[src/rtl/med_window_seq.sv]
// Window feeder and schedule sequencer for the serial median engine.
// Two line buffers build the 3x3 neighbourhood; each interior pixel launches one 46-cycle median.
module med_window_seq #(
   parameter int N = 7,
   parameter int W = 16,
   parameter int H = 16
) (
   input  logic       CLK,
   input  logic       nRST,
   input  logic [N:0] PIX_IN,
   input  logic       PIX_VALID,
   input  logic       PIX_SOF,
   output logic       PIX_READY,
   output logic [N:0] MED_DI,
   output logic       MED_DSI,
   output logic       MED_BYP,
   input  logic [N:0] MED_DO,
   output logic [N:0] MED_OUT,
   output logic       MED_VALID
);
   localparam int CW = $clog2(W);
   localparam int RW = $clog2(H);
   localparam logic [CW-1:0] COL_LAST = CW'(W - 1);
   localparam logic [RW-1:0] ROW_LAST = RW'(H - 1);
   localparam logic [CW-1:0] COL_FIRST_IN = CW'(2);
   localparam logic [RW-1:0] ROW_FIRST_IN = RW'(2);
   localparam logic [5:0] LOAD_LAST = 6'd8;
   localparam logic [5:0] SORT_LAST = 6'd35;

   typedef enum logic [1:0] {
      IDLE = 2'd0,
      LOAD = 2'd1,
      SORT = 2'd2,
      DONE = 2'd3
   } state_t;

   state_t        state_r;
   logic [5:0]    k_r;
   logic [CW-1:0] col_r;
   logic [RW-1:0] row_r;
   logic [N:0]    lb0_r [W];
   logic [N:0]    lb1_r [W];
   logic [N:0]    win_r [9];
   logic          pix_ready_r;
   logic          med_dsi_r;
   logic          med_byp_r;
   logic          med_valid_r;
   logic [N:0]    med_di_r;
   logic [N:0]    med_out_r;

   logic [N:0]    win_next_s [9];
   logic          accept_s;
   logic          trigger_s;
   logic [CW-1:0] col_s;
   logic [RW-1:0] row_s;
   logic [5:0]    k_inc_s;
   logic [3:0]    ld_idx_s;
   logic          sort_byp_s;

   assign PIX_READY = pix_ready_r;
   assign MED_DI    = med_di_r;
   assign MED_DSI   = med_dsi_r;
   assign MED_BYP   = med_byp_r;
   assign MED_OUT   = med_out_r;
   assign MED_VALID = med_valid_r;

   // Position of the offered pixel (SOF forces 0,0) and the window it would complete.
   always_comb begin
      accept_s  = PIX_VALID && pix_ready_r;
      col_s     = PIX_SOF ? {CW{1'b0}} : col_r;
      row_s     = PIX_SOF ? {RW{1'b0}} : row_r;
      trigger_s = (row_s >= ROW_FIRST_IN) && (col_s >= COL_FIRST_IN);
      for (int r = 0; r < 3; r++) begin
         win_next_s[3*r]   = win_r[3*r+1];
         win_next_s[3*r+1] = win_r[3*r+2];
      end
      win_next_s[2] = lb0_r[col_s];
      win_next_s[5] = lb1_r[col_s];
      win_next_s[8] = PIX_IN;
      k_inc_s    = k_r + 6'd1;
      ld_idx_s   = k_inc_s[3:0];
      sort_byp_s = (k_inc_s == 6'd8) || (k_inc_s == 6'd17) ||
                   (k_inc_s == 6'd26) || (k_inc_s == 6'd35);
   end

   // Line buffers carry no reset: rows >= 2 only read columns already written this frame.
   always_ff @(posedge CLK) begin
      if (accept_s) begin
         lb0_r[col_s] <= lb1_r[col_s];
         lb1_r[col_s] <= PIX_IN;
      end
   end

   // Raster counters and 3x3 window; frozen while a median is in flight.
   always_ff @(posedge CLK or negedge nRST) begin
      if (!nRST) begin
         col_r <= {CW{1'b0}};
         row_r <= {RW{1'b0}};
         for (int i = 0; i < 9; i++) begin
            win_r[i] <= {(N+1){1'b0}};
         end
      end else if (accept_s) begin
         win_r <= win_next_s;
         if (col_s == COL_LAST) begin
            col_r <= {CW{1'b0}};
            row_r <= (row_s == ROW_LAST) ? {RW{1'b0}} : row_s + RW'(1);
         end else begin
            col_r <= col_s + CW'(1);
            row_r <= row_s;
         end
      end
   end

   // Median schedule FSM; each output register holds the value for the coming cycle.
   always_ff @(posedge CLK or negedge nRST) begin
      if (!nRST) begin
         state_r     <= IDLE;
         k_r         <= 6'd0;
         pix_ready_r <= 1'b1;
         med_di_r    <= {(N+1){1'b0}};
         med_dsi_r   <= 1'b0;
         med_byp_r   <= 1'b0;
         med_out_r   <= {(N+1){1'b0}};
         med_valid_r <= 1'b0;
      end else begin
         case (state_r)
            IDLE: begin
               med_valid_r <= 1'b0;
               k_r         <= 6'd0;
               if (accept_s && trigger_s) begin
                  state_r     <= LOAD;
                  pix_ready_r <= 1'b0;
                  med_di_r    <= win_next_s[0];
                  med_dsi_r   <= 1'b1;
                  med_byp_r   <= 1'b1;
               end else begin
                  pix_ready_r <= 1'b1;
                  med_di_r    <= {(N+1){1'b0}};
                  med_dsi_r   <= 1'b0;
                  med_byp_r   <= 1'b0;
               end
            end
            LOAD: begin
               if (k_r == LOAD_LAST) begin
                  state_r   <= SORT;
                  k_r       <= 6'd0;
                  med_di_r  <= {(N+1){1'b0}};
                  med_dsi_r <= 1'b0;
                  med_byp_r <= 1'b0;
               end else begin
                  k_r       <= k_inc_s;
                  med_di_r  <= win_r[ld_idx_s];
                  med_dsi_r <= 1'b1;
                  med_byp_r <= 1'b1;
               end
            end
            SORT: begin
               if (k_r == SORT_LAST) begin
                  state_r     <= DONE;
                  k_r         <= 6'd0;
                  med_byp_r   <= 1'b0;
                  med_out_r   <= MED_DO;
                  med_valid_r <= 1'b1;
               end else begin
                  k_r       <= k_inc_s;
                  med_byp_r <= sort_byp_s;
               end
            end
            DONE: begin
               state_r     <= IDLE;
               med_valid_r <= 1'b0;
               pix_ready_r <= 1'b1;
            end
            default: begin
               state_r     <= IDLE;
               k_r         <= 6'd0;
               pix_ready_r <= 1'b1;
               med_di_r    <= {(N+1){1'b0}};
               med_dsi_r   <= 1'b0;
               med_byp_r   <= 1'b0;
               med_valid_r <= 1'b0;
            end
         endcase
      end
   end

endmodule

[config.mk]
export PLATFORM = sky130hd
export DESIGN_NAME = med_window_seq
export DESIGN_NICKNAME = d
export VERILOG_FILES = /design/src/rtl/med_window_seq.sv
export SDC_FILE = /design/constraint.sdc
export NUM_CORES = 1
export LEC_CHECK = 0
export BUFFER_PORTS_ARGS = -buffer_cell sky130_fd_sc_hd__buf_4
export CORE_MARGIN = 4
export CORE_UTILIZATION = 30
export CTS_BUF_LIST = sky130_fd_sc_hd__clkbuf_2
export CTS_CLUSTER_SIZE = 40
export DETAILED_ROUTE_END_ITERATION = 8
export SYNTH_ARGS = -nofsm -noshare
export SYNTH_HDL_FRONTEND = slang
export SYNTH_SLANG_ARGS = --single-unit
[constraint.sdc]
create_clock -name CLK -period 3.8 [get_ports CLK]
set_input_delay 0.19 -clock CLK [delete_from_list [all_inputs] [get_ports CLK]]
set_output_delay 0.19 -clock CLK [all_outputs]
set_load 0.005 [all_outputs]
==> results of run 1 <==
## final cells by class
class | count | area (µm²)
clock buffers | 137 | 686
clock inverters | 26 | 138
diodes | 2 | 5.00
inverters | 13 | 48.8
flip-flops and latches | 364 | 10400
fillers | 4989 | 32800
multi-input cells | 728 | 4680
well taps | 672 | 841
repair buffers | 105 | 893
## layer usage
metal | global-route usage | routed length, µm | up-vias
met4 | 0.0458 | 925 | 0
met3 | 0.0360 | 2350 | 86
li1 | - | - | 4650
met2 | 0.213 | 18000 | 355
met1 | 0.189 | 17700 | 5059
met5 | 0 | 0 | -
## registers in the layout (all words and copies together) (netlist names), 6 cells and up
| register | flops |
|---|---|
| lb0_r | 128 |
| lb1_r | 128 |
| win_next_s | 48 |
| win_r | 24 |
| MED_DI | 8 |
| MED_OUT | 8 |
| k_r | 6 |
## logic make-up after synthesis
group / synth area share
compound gates: 0.0839
fa+ha+maj: 0.0130
mux: 0.0822
flops: 0.674
buf+inv: 0.0263
xor+xnor: 0.00284
simple gates: 0.118
## worst reg2reg max path: cells and delay by family (launching register included)
family | cells | cell delay (ns)
DFF | 1 | 0.60
adders and majority gates | 1 | 0.20
and+or+nand+nor | 3 | 1.48
buffers and inverters | 1 | 0.37
## through the flow
stage	hold slack (ns)	area [µm²]	power (µW)	worst slack (ns)
after floorplan	-0.106	15400	5150	1.17
after global placement	0.409	16500	5430	0.782
final	0.0871	17700	8020	0.686
after global routing	0.0323	17700	8420	0.491
after detailed placement	0.414	16500	5460	0.725
after CTS	0.00176	17700	8100	0.623
## worst paths after layout
path / cells past startpoint / from / end / slack, ns
min reg2reg: 2 / win_next_s[44] / win_r[44] / 0.48
max: 5 / col_r[0] / lb0_r[4][5] / 0.69
max in group asynchronous: 4 / nRST / win_next_s[36] / 3.08
min in group asynchronous: 3 / nRST / PIX_READY / 0.32
min: 2 / PIX_IN[5] / lb1_r[3][5] / 0.09
max reg2reg: 5 / col_r[0] / lb0_r[4][5] / 0.69
## where the power goes
group / switching (µW) / leakage [µW] / total, µW / internal (µW)
registers: 130 / 0.00364 / 4610 / 4480
logic: 502 / 0.00248 / 794 / 292
clock network: 1590 / 0.000623 / 2610 / 1020
total: 2220 / 0.00674 / 8020 / 5790
## what timing repair did
item / in CTS / in global routing
endpoints found under the hold margin: 323 / 1
setup buffers: 0 / 0
hold buffers: 34 / 1
## placed cells by master (no fill, tap or decap), types with 16 or more instances in the layout
cell,instances
nor2b_1,25
clkinv_1,21
nor2_1,32
clkbuf_2,137
dlygate4sd3_1,34
ha_1,16
a31oi_1,28
mux2i_1,46
buf_4,70
edfxtp_1,256
o21ai_0,18
mux2_2,23
nand2_1,275
a21oi_1,48
mux4_2,19
dfrtp_1,106
nand3_1,29
==> summary.md, run 1 <==
| Metric | Value |
|---|---|
| Sequential share of the synthesized area | 0.674 |
| Post-Layout Cell Count | 2047 |
| Critical path's largest stage delay | 0.96 ns |
| Final Hold Viols | 0 |
| Power Density | 453 nW/µm² |
| Wire length per cell | 19.1 µm |
| Critical path's slowest cell | nor2_2 |
| Distinct cells, synth | 64 |
| # DRC | 0 |
| Setup TNS | 0 ns |
| DP Wirelength | 23700 µm |
| CTS tree | yes |
| # clock sinks | 364 |
| Status | completed |
| GP Congestion | 0.878 |
| Share of cells above drive strength 1 | 0.214 |
| Top_reg_cell synth | edfxtp_1 |
| Drt total wl | 39000 µm |
| Total grt overflow | 0 |
| Synth warn | 0 |
| Clock Skew | 0.0944 ns |
| Slew margin rel. | 0.192 |
| Synth top area share | 0.498 |
| Chip height | 235 µm |
| Critical path's top delay family | simple AND/OR/NAND/NOR gates |
| Area delta synth->final | 14.7% |
| Worst Path Required | 4.35 ns |
| Ports | 40 |
| Most instantiated library cell after synthesis | nand2_1 |
| All-Layer GR Usage | 0.137 |
| First-pass DRT Iterations | 5 |
| Htree depth | 3 |
| HP Class | in -> reg |
| Port bufs | 39 |
| Post-route ant nets | 0 |
| Cells along the critical path | nand2b_1 -> buf_4 -> ha_1 -> nand2_1 -> nor2_2 |
| Kind of critical path | reg -> reg |
| CP Capture Type | flop |
| Final setup vio count | 0 |
| Pins Over Slew Limit | 0 |
| Slew of the pin with the lowest slew margin | 1.21 ns |
| Leading area contributor after synthesis | edfxtp_1 |
| Average size of a mapped cell | 13.1 µm² |
| Root buf cell | clkbuf_2 |
| Die footprint | 55100 µm² |
| Core region area | 50500 µm² |
| Row cnt | 82 |
| TritonCTS buffer count | 89 |
| Min Tclk post-route | 3.11 ns |
| DR iter-0 viols | 947 |
| Util after Layout | 0.350 |
| Vias per cell | 4.96 |
| Cells after Synth | 1180 |
| Largest net degree at the start of global routing | 70 |
| Worst VDD drop | 0.157 mV |
| Static leakage | 0.00674 µW |
| Die width | 235 µm |
| Max Fanout on Critical Path | 18 |
| Initial Utilization | 0.306 |
| Worst-Skew Late Latency | 1.01 ns |
| Synth Register Bits | 364 |
| Synthesized area | 15400 µm² |
| RSZ-0062 raised after global routing | false |
| Vias | 10.2k |
| Initial antenna violation count | 2 |
| Maxcap violations | 0 |
| Syn nets | 1216 |
| Number of synthesized flops with an enable pin | 256 |
| Final nets | 1337 |
| Number of global-route vias before repair | 10.2k |
| Post-synth ARST share | 0.297 |
| Clk pin slew, worst setup/hold paths | 0.11 ns |
| Clock buffer depth | 3 |
| Synth area leaders | edfxtp_1, dfrtp_1, nand2_1 |
| CP Launch Type | flop |
| Synth cell count leaders | nand2_1, edfxtp_1, dfrtp_1 |
| Cts repair resizes | 0 |
| Fin crit share | 0.819 |
| Placed cells | 1847 |
| Arr. time, crit path | 3.66 ns |
| Max Clk Rate | 0.321 GHz |
| Buf+Inv Stages, Crit Path | 1 |
| Global-route wire length before repair | 60000 µm |
(Power assumes the default switching activity.)
==> inputs of run 2 (changes only) <==
==> constraint.sdc (replaced) <==
create_clock -name CLK -period 2.95 [get_ports CLK]
set_input_delay 0.1475 -clock CLK [delete_from_list [all_inputs] [get_ports CLK]]
set_output_delay 0.1475 -clock CLK [all_outputs]
set_load 0.005 [all_outputs]
==> summary.md, run 2 (synthesis results as in run 1) <==
| Metric | Value |
|---|---|
| DP Wirelength | 24600 µm (was 23700 µm) |
| Die width | 235 µm (unchanged) |
| Total power | 10400 µW (was 8020 µW) |
| Ports | 40 (unchanged) |
| Min Tclk post-route | 2.61 ns (was 3.11 ns) |
| Drt total wl | 39600 µm (was 39000 µm) |
| CP Capture Type | flop (unchanged) |
| Share of cells above drive strength 1 | 0.235 (was 0.214) |
| Static leakage | 0.00695 µW (was 0.00674 µW) |
| Slew of the pin with the lowest slew margin | 0.760 ns (was 1.21 ns) |
| Max Clk Rate | 0.383 GHz (was 0.321 GHz) |
| Port bufs | 39 (unchanged) |
| DR iter-0 viols | 725 (was 947) |
| Worst-Skew Late Latency | 0.94 ns (was 1.01 ns) |
| CP Launch Type | flop (unchanged) |
| Most frequent cells in the layout | nand2_1, edfxtp_1, clkbuf_2 (unchanged) |
| Final nets | 1373 (was 1337) |
| Core region area | 50500 µm² (unchanged) |
| CTS tree | yes (unchanged) |
| Total grt overflow | 0 (unchanged) |
| All-Layer GR Usage | 0.140 (was 0.137) |
| Global-route wire length before repair | 60900 µm (was 60000 µm) |
| Kind of critical path | reg -> reg (unchanged) |
| Chip height | 235 µm (unchanged) |
| RSZ-0062 raised after global routing | false (unchanged) |
| Largest net degree at the start of global routing | 73 (was 70) |
| Maxcap violations | 0 (unchanged) |
| TritonCTS buffer count | 92 (was 89) |
| Final Hold Viols | 0 (unchanged) |
| Number of global-route vias before repair | 10.4k (was 10.2k) |
| Clock buffer depth | 3 (unchanged) |
| # clock sinks | 364 (unchanged) |
| Fin crit share | 0.885 (was 0.819) |
| Initial antenna violation count | 2 (unchanged) |
| Die footprint | 55100 µm² (unchanged) |
| Area delta synth->final | 16.7% (was 14.7%) |
| Most common cell after layout, fill and taps aside | nand2_1 (unchanged) |
| Vias | 10.2k (about the same) |
| Clk pin slew, worst setup/hold paths | 0.11 ns (about the same) |
| Final WS setup | 0.338 ns (was 0.686 ns) |
| Pins Over Slew Limit | 0 (unchanged) |
| Wire length per cell | 19.0 µm (was 19.1 µm) |
| Hold Crit Depth | 2 (unchanged) |
| Worst Path Required | 3.80 ns (was 4.35 ns) |
| Worst r2r path cells | 6 (was 5) |
| Status | completed (unchanged) |
| Slew margin rel. | 0.490 (was 0.192) |
| Power Density | 580 nW/µm² (was 453 nW/µm²) |
| Row cnt | 82 (unchanged) |
| Max Fanout on Critical Path | 72 (was 18) |
| Cts repair resizes | 0 (unchanged) |
| Final instance area | 18000 µm² (was 17700 µm²) |
| Final hold slack | 0.0839 ns (was 0.0871 ns) |
| Initial Utilization | 0.306 (unchanged) |
| Post-cts hold buffer count | 35 (was 34) |
| First-pass DRT Iterations | 5 (unchanged) |
| Clock Skew | 0.0866 ns (was 0.0944 ns) |
| Worst VDD drop | 0.254 mV (was 0.157 mV) |
| Htree depth | 3 (unchanged) |
| DP Worst Slack | 0.361 ns (was 0.725 ns) |
| Post-route ant nets | 0 (unchanged) |
| # DRC | 0 (unchanged) |
| HP Class | in -> reg (unchanged) |
| Root buf cell | clkbuf_2 (unchanged) |
| Post-CTS Setup Inserts | 0 (unchanged) |
| Setup TNS | 0 ns (unchanged) |
| Vias per cell | 4.93 (was 4.96) |
| Area after DPL | 16800 µm² (was 16500 µm²) |
| Final setup vio count | 0 (unchanged) |
| Arr. time, crit path | 3.47 ns (was 3.66 ns) |
| GP Congestion | 0.869 (was 0.878) |
==> run 2: path summary, 6_finish.rpt <==
kind | from | end | slack (ns)
min in group asynchronous | nRST | MED_OUT[5] | 0.38
min | PIX_IN[2] | lb1_r[11][2] | 0.08
max in group asynchronous | nRST | win_next_s[69] | 2.21
min reg2reg | win_next_s[47] | win_r[47] | 0.48
max reg2reg | PIX_READY | win_next_s[15] | 0.34
max | PIX_READY | win_next_s[15] | 0.34
==> run 2: critical path, cell delays in order (launching register included) <==
cell           delay [ns]
dfstp_2              0.57
and2_4               0.38
buf_12               0.33
nand2_1              0.08
dlygate4sd3_1        0.56
nand2_1              0.06
dlygate4sd3_1        0.54
==> run 2: power by group <==
group / leakage [µW] / internal, µW / switching, µW
sequential: 0.00364 / 5770 / 168
clock: 0.000651 / 1410 / 2020
combinational: 0.00266 / 417 / 656
total: 0.00695 / 7600 / 2840
==> run 2: metrics by stage <==
stage,util,std cells
5_1_grt,0.357,2078
3_3_place_gp,0.332,1880
2_1_floorplan,-,1180
4_1_cts,0.356,2077
6_report,0.357,2078
3_5_place_dp,0.332,1880
==> run 2: layout make-up <==
cell class,instances,area (µm²)
Clock inverter,25,161
Inverter,13,48.8
Multi-Input combinational cell,728,4680
Sequential cell,364,10400
Tap cell,672,841
Antenna cell,1,2.50
Clock buffer,137,686
Timing Repair Buffer,138,1180
Fill cell,5002,32500
==> run 2: layer usage <==
layer	track usage	routed length, µm	share of wire
met1	0.194	17500	0.44
met3	0.0322	2860	0.072
met2	0.218	18300	0.46
met5	0	0	0
met4	0.0489	924	0.023
==> inputs of run 3 (changes only) <==
--- a/config.mk
+++ b/config.mk
@@ -5,12 +5,14 @@
 export SDC_FILE = /design/constraint.sdc
 export NUM_CORES = 1
 export LEC_CHECK = 0
+export ABC_CLOCK_PERIOD_IN_PS = 2950
 export BUFFER_PORTS_ARGS = -buffer_cell sky130_fd_sc_hd__buf_4
 export CORE_MARGIN = 4
 export CORE_UTILIZATION = 30
 export CTS_BUF_LIST = sky130_fd_sc_hd__clkbuf_2
 export CTS_CLUSTER_SIZE = 40
 export DETAILED_ROUTE_END_ITERATION = 8
+export REMOVE_ABC_BUFFERS = 1
 export SYNTH_ARGS = -nofsm -noshare
 export SYNTH_HDL_FRONTEND = slang
 export SYNTH_SLANG_ARGS = --single-unit
==> summary.md, run 3 (synthesis results as in run 1) <==
| Metric | Value |
|---|---|
| Flop-to-flop setup slack | 0.23 ns (was 0.34 ns) |
| Critical path's top delay family | simple AND/OR/NAND/NOR gates (was buffers and inverters) |
| Most Used Layer, Global Route | met2 (unchanged) |
| Critical path depth | 6 (unchanged) |
| Global-route wire length before repair | 62700 µm (was 60900 µm) |
| End of the critical path | lb0_r[1][3] (was win_next_s[15]) |
| Area delta synth->final | 18.1% (was 16.7%) |
| Max Fanout on Critical Path | 20 (was 72) |
| FF-to-FF End | lb0_r[1][3] (was win_next_s[15]) |
| Placed cells | 1889 (was 1880) |
| Most frequent cells in the layout | nand2_1, edfxtp_1, clkbuf_2 (unchanged) |
| Final nets | 1388 (was 1373) |
| Htree depth | 3 (unchanged) |
| Critical path's largest stage delay | 0.62 ns (was 0.57 ns) |
| Drt total wl | 40700 µm (was 39600 µm) |
| Largest net degree at the start of global routing | 68 (was 73) |
| HP Class | in -> async (was in -> reg) |
| TritonCTS buffer count | 92 (unchanged) |
| Vias per cell | 4.91 (was 4.93) |
| Clock Skew | 0.107 ns (was 0.0866 ns) |
| Total power | 10700 µW (was 10400 µW) |
| CP Capture Type | flop (unchanged) |
| GP Congestion | 0.827 (was 0.869) |
| Core region area | 50500 µm² (unchanged) |
| Post-CTS Setup Inserts | 0 (unchanged) |
| Die width | 235 µm (unchanged) |
| Initial antenna violation count | 2 (unchanged) |
| DR iter-0 viols | 883 (was 725) |
| Most common cell after layout, fill and taps aside | nand2_1 (unchanged) |
| Slew margin rel. | 0.405 (was 0.490) |
| First-pass DRT Iterations | 5 (unchanged) |
| Worst r2r path cells | 6 (unchanged) |
| All-Layer GR Usage | 0.146 (was 0.140) |
| Clock buffer depth | 3 (unchanged) |
| Kind of critical path | reg -> reg (unchanged) |
| DP Wirelength | 25400 µm (was 24600 µm) |
| M2 GR Usage | 0.226 (was 0.218) |
| Post-Layout Cell Count | 2104 (was 2078) |
| Root buf cell | clkbuf_2 (unchanged) |
| Final setup vio count | 0 (unchanged) |
| # clock sinks | 364 (unchanged) |
| Row cnt | 82 (unchanged) |
| Buf+Inv Stages, Crit Path | 1 (was 3) |
| RSZ-0062 raised after global routing | false (unchanged) |
| Worst Path Required | 3.54 ns (was 3.80 ns) |
| Power Density | 587 nW/µm² (was 580 nW/µm²) |
| Maxcap violations | 0 (unchanged) |
| Wire length per cell | 19.3 µm (was 19.0 µm) |
| Post-route ant nets | 0 (unchanged) |
| Status | completed (unchanged) |
| Ports | 40 (unchanged) |
| Total grt overflow | 0 (unchanged) |
| Critical path's slowest cell | dfrtp_4 (was dfstp_2) |
| Cells along the critical path | buf_12 -> nor2b_1 -> a22oi_1 -> nor2_1 -> nor4_1 -> nand2_1 (was and2_4 -> buf_12 -> nand2_1 -> dlygate4sd3_1 -> nand2_1 -> dlygate4sd3_1) |
| Fin crit share | 0.921 (was 0.885) |
| Pins Over Slew Limit | 0 (unchanged) |
| Initial Utilization | 0.306 (unchanged) |
| Port bufs | 39 (unchanged) |
| Static leakage | 0.00707 µW (was 0.00695 µW) |
| # DRC | 0 (unchanged) |
| CTS tree | yes (unchanged) |
| CP Launch Type | flop (unchanged) |
| Crit path launch | col_r[0] (was PIX_READY) |
| Clk pin slew, worst setup/hold paths | 0.11 ns (about the same) |
| Slew of the pin with the lowest slew margin | 0.891 ns (was 0.760 ns) |
| Chip height | 235 µm (unchanged) |
| Util after Layout | 0.361 (was 0.357) |
| Reg2Reg Launch Point | col_r[0] (was PIX_READY) |
| Final hold slack | 0.192 ns (was 0.0839 ns) |
| GR Layer Usage met3 | 0.0413 (was 0.0322) |
| Final Hold Viols | 0 (unchanged) |
| Arr. time, crit path | 3.31 ns (was 3.47 ns) |
| GR Util met1 | 0.202 (was 0.194) |
| Worst-Skew Late Latency | 1.07 ns (was 0.94 ns) |
| Share of cells above drive strength 1 | 0.244 (was 0.235) |
| Min Tclk post-route | 2.72 ns (was 2.61 ns) |
| Die footprint | 55100 µm² (unchanged) |
| Max Clk Rate | 0.368 GHz (was 0.383 GHz) |
| Vias | 10.3k (was 10.2k) |
| Worst VDD drop | 0.244 mV (was 0.254 mV) |
| Number of global-route vias before repair | 10.2k (was 10.4k) |
==> run 3: worst min path at each step <==
stage / slack (ns) / endpoint / startpoint / cells past startpoint
finish: 0.19 / PIX_READY / nRST / 3
global route: 0.13 / PIX_READY / nRST / 3
CTS: 0.07 / col_r[2] / PIX_SOF / 5
global placement: 0.25 / MED_OUT[0] / nRST / 1
floorplan: -0.15 / MED_BYP / nRST / 0
detailed placement: 0.26 / MED_OUT[0] / nRST / 1
==> run 3: power breakdown <==
| group | switching (µW) | internal [µW] | total [µW] | leakage (µW) |
|---|---|---|---|---|
| clock | 2120 | 1530 | 3660 | 0.000689 |
| combinational | 674 | 434 | 1110 | 0.00274 |
| sequential | 173 | 5770 | 5940 | 0.00364 |
| total | 2970 | 7740 | 10700 | 0.00707 |
==> run 3: layer usage <==
metal / vias to the layer above / part of all wire / routed length, µm
li1: 4744 / - / -
met1: 5134 / 0.44 / 17900
met2: 384 / 0.46 / 18900
met3: 62 / 0.077 / 3120
met4: 0 / 0.018 / 742
met5: - / 0 / 0
==> run 3: timing repair <==
item,CTS,global route
endpoints found under the setup margin,0,0
hold buffers,41,0
hold endpoints to repair,460,0
resized for setup,0,0
==> run 3: worst min-delay path, stage by stage <==
cell and delay (ns):
dlygate4sd3_1 0.51, dlygate4sd3_1 0.54, buf_4 0.20
==> run 3: area by class of cell <==
cell class | instances | area, µm²
multi-input combinational | 728 | 4680
inverter | 13 | 48.8
clock buffer | 139 | 696
tap | 672 | 841
clock inverter | 32 | 224
timing repair buffer | 153 | 1330
fill | 4917 | 32300
antenna | 3 | 7.51
sequential | 364 | 10400
==> run 3: stage by stage <==
| stage | setup TNS, ns | area, µm² | setup WS, ns |
|---|---|---|---|
| after floorplan | -677.98 | 15100 | -2.74 |
| after global placement | 0 | 16900 | 0.439 |
| after detailed placement | 0 | 16900 | 0.376 |
| after CTS | 0 | 18200 | 0.327 |
| after global routing | 0 | 18200 | 0.187 |
| final | 0 | 18200 | 0.234 |
